File: src/rtl/sram_port_client.sv
// sram_port_client
//   Request front-end for one port of the SRAM mux. Core commands are queued
//   in a small FIFO; the head entry is issued to the mux as a single-cycle
//   request, its acceptance (busy rising) and completion (busy falling) are
//   tracked, and a response is returned to the core. A request that is never
//   picked up within ACCEPT_TIMEOUT cycles is re-issued from the same head.
//
// Ports
//   clk, rst                 clock, synchronous active-high reset
//   cmd_valid/cmd_ready      core command handshake (ready = FIFO not full)
//   cmd_wr/addr/wdata        command payload
//   rsp_valid                one-cycle completion pulse
//   rsp_wr, rsp_rdata        completed command type / read data (held)
//   level                    FIFO occupancy
//   retry_pulse              one-cycle pulse on each accept timeout
//   hold_off                 higher-priority port requesting; blocks issue
//   sram_req/wr/rd/addr/wdata  mux port request (only non-zero in ISSUE)
//   sram_rdata, sram_valid, sram_busy  mux/controller return signals
module sram_port_client #(
  parameter int DEPTH          = 4,
  parameter int ADDR_W         = 16,
  parameter int DATA_W         = 16,
  parameter int ACCEPT_TIMEOUT = 8
) (
  input  logic                     clk,
  input  logic                     rst,
  input  logic                     cmd_valid,
  output logic                     cmd_ready,
  input  logic                     cmd_wr,
  input  logic [ADDR_W-1:0]        cmd_addr,
  input  logic [DATA_W-1:0]        cmd_wdata,
  output logic                     rsp_valid,
  output logic                     rsp_wr,
  output logic [DATA_W-1:0]        rsp_rdata,
  output logic [$clog2(DEPTH):0]   level,
  output logic                     retry_pulse,
  input  logic                     hold_off,
  output logic                     sram_req,
  output logic                     sram_wr,
  output logic                     sram_rd,
  output logic [ADDR_W-1:0]        sram_addr,
  output logic [DATA_W-1:0]        sram_wdata,
  input  logic [DATA_W-1:0]        sram_rdata,
  input  logic                     sram_valid,
  input  logic                     sram_busy
);

  localparam int PTR_W = $clog2(DEPTH);
  localparam int LVL_W = PTR_W + 1;
  localparam int CNT_W = $clog2(ACCEPT_TIMEOUT + 1);

  typedef struct packed {
    logic              wr;
    logic [ADDR_W-1:0] addr;
    logic [DATA_W-1:0] wdata;
  } cmd_t;

  typedef enum logic [2:0] {
    IDLE, ISSUE, WAIT_ACC, WAIT_DONE, DONE
  } state_t;

  // ---------------------------------------------------------------- FIFO
  cmd_t              mem [DEPTH];
  logic [PTR_W-1:0]  wr_ptr, rd_ptr;
  logic [LVL_W-1:0]  count;
  logic              full, push, pop;
  cmd_t              head, cmd_in;

  state_t            state, state_nxt;

  assign full      = (count == LVL_W'(DEPTH));
  assign cmd_ready = !full;
  assign push      = cmd_valid && cmd_ready;
  // The head stays in place across retries; it only leaves on completion.
  assign pop       = (state == DONE);
  assign head      = mem[rd_ptr];
  assign level     = count;
  assign cmd_in    = '{wr: cmd_wr, addr: cmd_addr, wdata: cmd_wdata};

  always_ff @(posedge clk) begin
    if (push) mem[wr_ptr] <= cmd_in;
  end

  // Pointers are PTR_W wide and DEPTH is a power of two, so they wrap for free.
  always_ff @(posedge clk) begin
    if (rst) begin
      wr_ptr <= '0;
      rd_ptr <= '0;
      count  <= '0;
    end else begin
      if (push) wr_ptr <= wr_ptr + 1'b1;
      if (pop)  rd_ptr <= rd_ptr + 1'b1;
      case ({push, pop})
        2'b10:   count <= count + 1'b1;
        2'b01:   count <= count - 1'b1;
        default: ;
      endcase
    end
  end

  // ---------------------------------------------------------------- FSM
  logic [CNT_W-1:0] acc_cnt;
  logic             acc_timeout;
  logic             got_data;

  always_comb begin
    state_nxt   = state;
    acc_timeout = 1'b0;
    case (state)
      IDLE:
        if (count != '0 && !sram_busy && !hold_off) state_nxt = ISSUE;
      ISSUE:
        state_nxt = WAIT_ACC;
      WAIT_ACC:
        if (sram_busy) begin
          state_nxt = WAIT_DONE;
        end else if (acc_cnt == CNT_W'(ACCEPT_TIMEOUT - 1)) begin
          // This cycle's increment would reach the timeout: give up and
          // let IDLE re-issue the same head entry.
          state_nxt   = IDLE;
          acc_timeout = 1'b1;
        end
      WAIT_DONE:
        if (!sram_busy) state_nxt = DONE;
      DONE:
        state_nxt = IDLE;
      default:
        state_nxt = IDLE;
    endcase
  end

  always_ff @(posedge clk) begin
    if (rst) begin
      state       <= IDLE;
      acc_cnt     <= '0;
      got_data    <= 1'b0;
      retry_pulse <= 1'b0;
      rsp_valid   <= 1'b0;
      rsp_wr      <= 1'b0;
      rsp_rdata   <= '0;
    end else begin
      state       <= state_nxt;
      retry_pulse <= acc_timeout;
      rsp_valid   <= 1'b0;
      case (state)
        ISSUE: begin
          acc_cnt  <= '0;
          got_data <= 1'b0;
        end
        WAIT_ACC:
          if (!sram_busy) acc_cnt <= acc_cnt + 1'b1;
        WAIT_DONE: begin
          // First read beat of the operation wins; if none arrives the read
          // still completes and rsp_rdata keeps its previous value.
          if (sram_valid && !head.wr && !got_data) begin
            rsp_rdata <= sram_rdata;
            got_data  <= 1'b1;
          end
          // Registered so the pulse lines up with the DONE cycle.
          if (!sram_busy) begin
            rsp_valid <= 1'b1;
            rsp_wr    <= head.wr;
          end
        end
        default: ;
      endcase
    end
  end

  // ---------------------------------------------------------------- mux port
  // Decoded from the state register, so every field is zero outside ISSUE.
  logic issuing;
  assign issuing    = (state == ISSUE);
  assign sram_req   = issuing;
  assign sram_wr    = issuing &&  head.wr;
  assign sram_rd    = issuing && !head.wr;
  assign sram_addr  = issuing ? head.addr  : '0;
  assign sram_wdata = issuing ? head.wdata : '0;

endmodule
File: config.mk
export PLATFORM = sky130hd
export DESIGN_NAME = sram_port_client
export DESIGN_NICKNAME = d
export VERILOG_FILES = /design/src/rtl/sram_port_client.sv
export SDC_FILE = /design/constraint.sdc
export NUM_CORES = 1
export LEC_CHECK = 0
export CORE_MARGIN = 10
export CORE_UTILIZATION = 57
export DETAILED_ROUTE_END_ITERATION = 6
export PLACE_DENSITY_LB_ADDON = 0.2
export SLEW_MARGIN = 0
export SYNTH_ARGS = -nofsm -noshare
export SYNTH_HDL_FRONTEND = slang
export SYNTH_SLANG_ARGS = --single-unit
File: constraint.sdc
create_clock -name clk -period 3.42 [get_ports clk]
set_input_delay 0.855 -clock clk [delete_from_list [all_inputs] [get_ports clk]]
set_output_delay 0.855 -clock clk [all_outputs]
set_load 0.005 [all_outputs]
==> parameters.txt <==
Parameter                              Value

Logic synthesis
  Sequential-to-total area share from yosys stat    70.7%
  Post-synthesis compound-gate area fraction    1.49%
  Netlist area before placement    6630 um^2
  Fraction of synthesized area in multiplexers    13.6%
  Simple-gate portion of the synthesized area    10.2%
  Instance count of the mapped netlist    385
  EDFF count, synth    132
  Biggest area consumer among synthesized cells    sky130_fd_sc_hd__edfxtp_1
  Adder and majority cell fraction of the synthesized area    1.44%
  Synthesized area per cell    17.2 um^2
  Warning count from the yosys run    0
  Share of Yosys cell area claimed by the top area cell type    59.8%
  Fraction of synthesis flops using an asynchronous set or reset pin    0%
  Largest cells by area after synthesis    sky130_fd_sc_hd__edfxtp_1, sky130_fd_sc_hd__mux4_2, sky130_fd_sc_hd__dfxtp_1, sky130_fd_sc_hd__nand2b_1, sky130_fd_sc_hd__nor2b_1
  Largest family of logic cells by synthesized area    multiplexers
  Top_reg_cell synth    sky130_fd_sc_hd__edfxtp_1
  Xor/xnor cell area share of the yosys netlist    0.529%
  Synthesized flop and latch total    168
  Netlist cell types    35
  Number of nets produced by synthesis    447

GRT
  Overall routing resource usage    16.5%
  Global-route wire length before repair    20900 um
  Antenna violations before repair    0
  Remaining global-route overflow    0
  Largest net degree at the start of global routing    43
  Number of global-route vias before repair    3829

Clock tree
  Clock tree root buffer cell    sky130_fd_sc_hd__clkbuf_16
  Clock slew at the register clock pins of the worst setup and hold paths    0.06 ns
  Later-pin clock latency in the skew report    0.42 ns
  Number of buffers on the longest clock path    2
  Number of buffers created by CTS    17
  Clock Sink Count    168
  Clock tree from TritonCTS    built
  Hold buffer count at cts    0
  CTS H-tree depth    4

Critical path
  Maximum fanout encountered on the critical timing path    39
  Type of element capturing the critical path    output pin
  Critical Path RT    2.56 ns
  Data arrival time of the critical path    2.30 ns
  Type of element launching the critical path    flop
  Type of the worst setup path    reg2out

Place
  Total half-perimeter wirelength after legalization and detailed placement    8550 um
  GP Congestion    0.689
  Placed standard-cell area    7940 um^2
  Count of buffers inserted at the top-level ports    112

Routing
  Routed wire length    13400 um
  DRC marker count from the first detailed-route iteration    211
  Wire length per cell    20.2 um
  Number of nets still failing antenna checks after routing    0
  Average vias per placed instance    5.46
  DRT Pass-1 Iters    4
  DRC viols    0
  DR vias    3614

Timing
  Count of endpoints failing hold in the final timing report    0
  Achievable frequency    0.317 GHz
  Final Critical Period    3.15 ns
  Worst-case clock skew    0.00957 ns
  Slew HR    24.6%
  Transition time of the tightest slew-check pin    1.13 ns
  Number of pins with negative max-slew slack in the final report    0
  Setup repair after global routing missed its margin    no
  Final total negative setup slack    0 ns
  Fin Hold WS    0.474 ns
  Final setup violation count    0
  Ratio of final minimum period to clock period    92.2%

Floorplanning
  Floorplan die width    128 um
  Height of the die    128 um
  Initial cell density of the core    58.0%
  Area enclosed by the die boundary    16300 um^2
  Core box area    11400 um^2
  Number of standard-cell rows in the floorplan    39
  Number of top-level pins    113

Power and ir drop
  Static Leak    2.73 nW
  Power consumption    4.32 mW
  Areal power density over the cells    509 nW/um^2
  Worst-case vdd ir drop    0.428 mV

Final layout
  Post-route design area    8490 um^2
  Signed area change from the synthesized netlist to the final layout    28.2%
  Most common cell after layout, fill and taps aside    sky130_fd_sc_hd__edfxtp_1
  Number of inserted filler cells in the final layout    704
  Fin nets    568
  Commonest cells after routing, fill and taps aside    sky130_fd_sc_hd__edfxtp_1, sky130_fd_sc_hd__clkdlybuf4s50_1, sky130_fd_sc_hd__nand2b_1
  Total area of multi-input combinational cells    1820 um^2
  Share of post-route cells with drive strength above 1    15.4%
  Register cell area after layout    4690 um^2

Status
  Outcome    completed

Worst hold path
  HP Class    reg2reg

Flow run
  Number of violations of the max-capacitance limit    0
## power breakdown
group	switching, mW	internal (mW)	leakage (nW)
Clock	0.720	1.06	0.256
Sequential	0.0204	2.27	1.50
Combinational	0.113	0.142	0.965
Total	0.854	3.47	2.73
## cells in the mapped netlist, drive strengths merged, types with 2 or more instances
master	number
edfxtp	132
dfxtp	36
nand2b	35
mux4	33
nor2b	33
mux2i	16
clkbuf	13
a21oi	11
inv	9
nor2	9
buf	8
ha	6
nand3	5
and3	4
nor3	4
o21ai	4
or3	4
nand2	3
a21o	2
nor4	2
or2	2
or3b	2
xnor2	2
xor2	2
## worst max-delay path, stage by stage, from the launching register on
cell and delay, ns:
sky130_fd_sc_hd__dfxtp_1 0.41, sky130_fd_sc_hd__or3b_4 0.64, sky130_fd_sc_hd__nor2b_1 0.28, sky130_fd_sc_hd__clkdlybuf4s50_1 0.55
## flip-flops by register name, summed over array words and instances, names as in the netlist, named ones only
signal,flops
state,3
level,3
retry_pulse,1
rsp_rdata,16
mem,132
got_data,1
rsp_valid,1
rsp_wr,1
acc_cnt,4
rd_ptr,2
wr_ptr,2
## cells by family (layout without fill, tap and decap cells)
group                    count (synthesis)  after routing
multiplexers                            49             49
adder cells (fa/ha/maj)                  7              7
flip-flops                             168            168
other                                    0              1
buffers and inverters                   30            163
AO/OA/AOI/OAI                           18             18
XOR/XNOR                                 4              4
AND/OR/NAND/NOR                        109            109
## per-layer routing
metal  wire length (um)  up-vias  GRT usage (%)
li1                   -     1696              -
met1               5710     1796           20.7
met2               6640      114           26.2
met3                922        8           5.33
met4                 97        0           6.42
met5                  0        -              0
## repair_timing
action / 4_1_cts / 5_1_grt
buffers inserted: 0 / 0
endpoints found under the setup margin: 4 / 0
gates resized for setup: 1 / 0
## per-stage QoR
step | std cells | utilization (%) | worst slack [ns]
2_1_floorplan | 385 | - | 1.07
3_3_place_gp | 630 | 69.6 | 0.445
3_5_place_dp | 630 | 69.6 | 0.396
4_1_cts | 661 | 74.3 | 0.232
5_1_grt | 661 | 74.3 | 0.152
6_report | 662 | 74.4 | 0.266
## final cells by class
class | count | share of cell area (%)
antenna | 1 | 0.0295
multi-input combinational | 187 | 21.4
clock inverter | 11 | 1.27
tap | 143 | 2.11
clock buffer | 20 | 5.14
timing repair buffer | 123 | 14.5
sequential | 168 | 55.2
inverter | 9 | 0.398
## path summary, 6_finish.rpt
kind	startpoint	cells past startpoint	to	slack (ns)
max reg2reg	level[2]	8	level[2]	1.05
max	state[0]	3	sram_addr[3]	0.27
min reg2reg	rsp_rdata[9]	2	rsp_rdata[9]	0.47
min	rsp_rdata[9]	2	rsp_rdata[9]	0.47
Power figures use the tool's default switching activity.
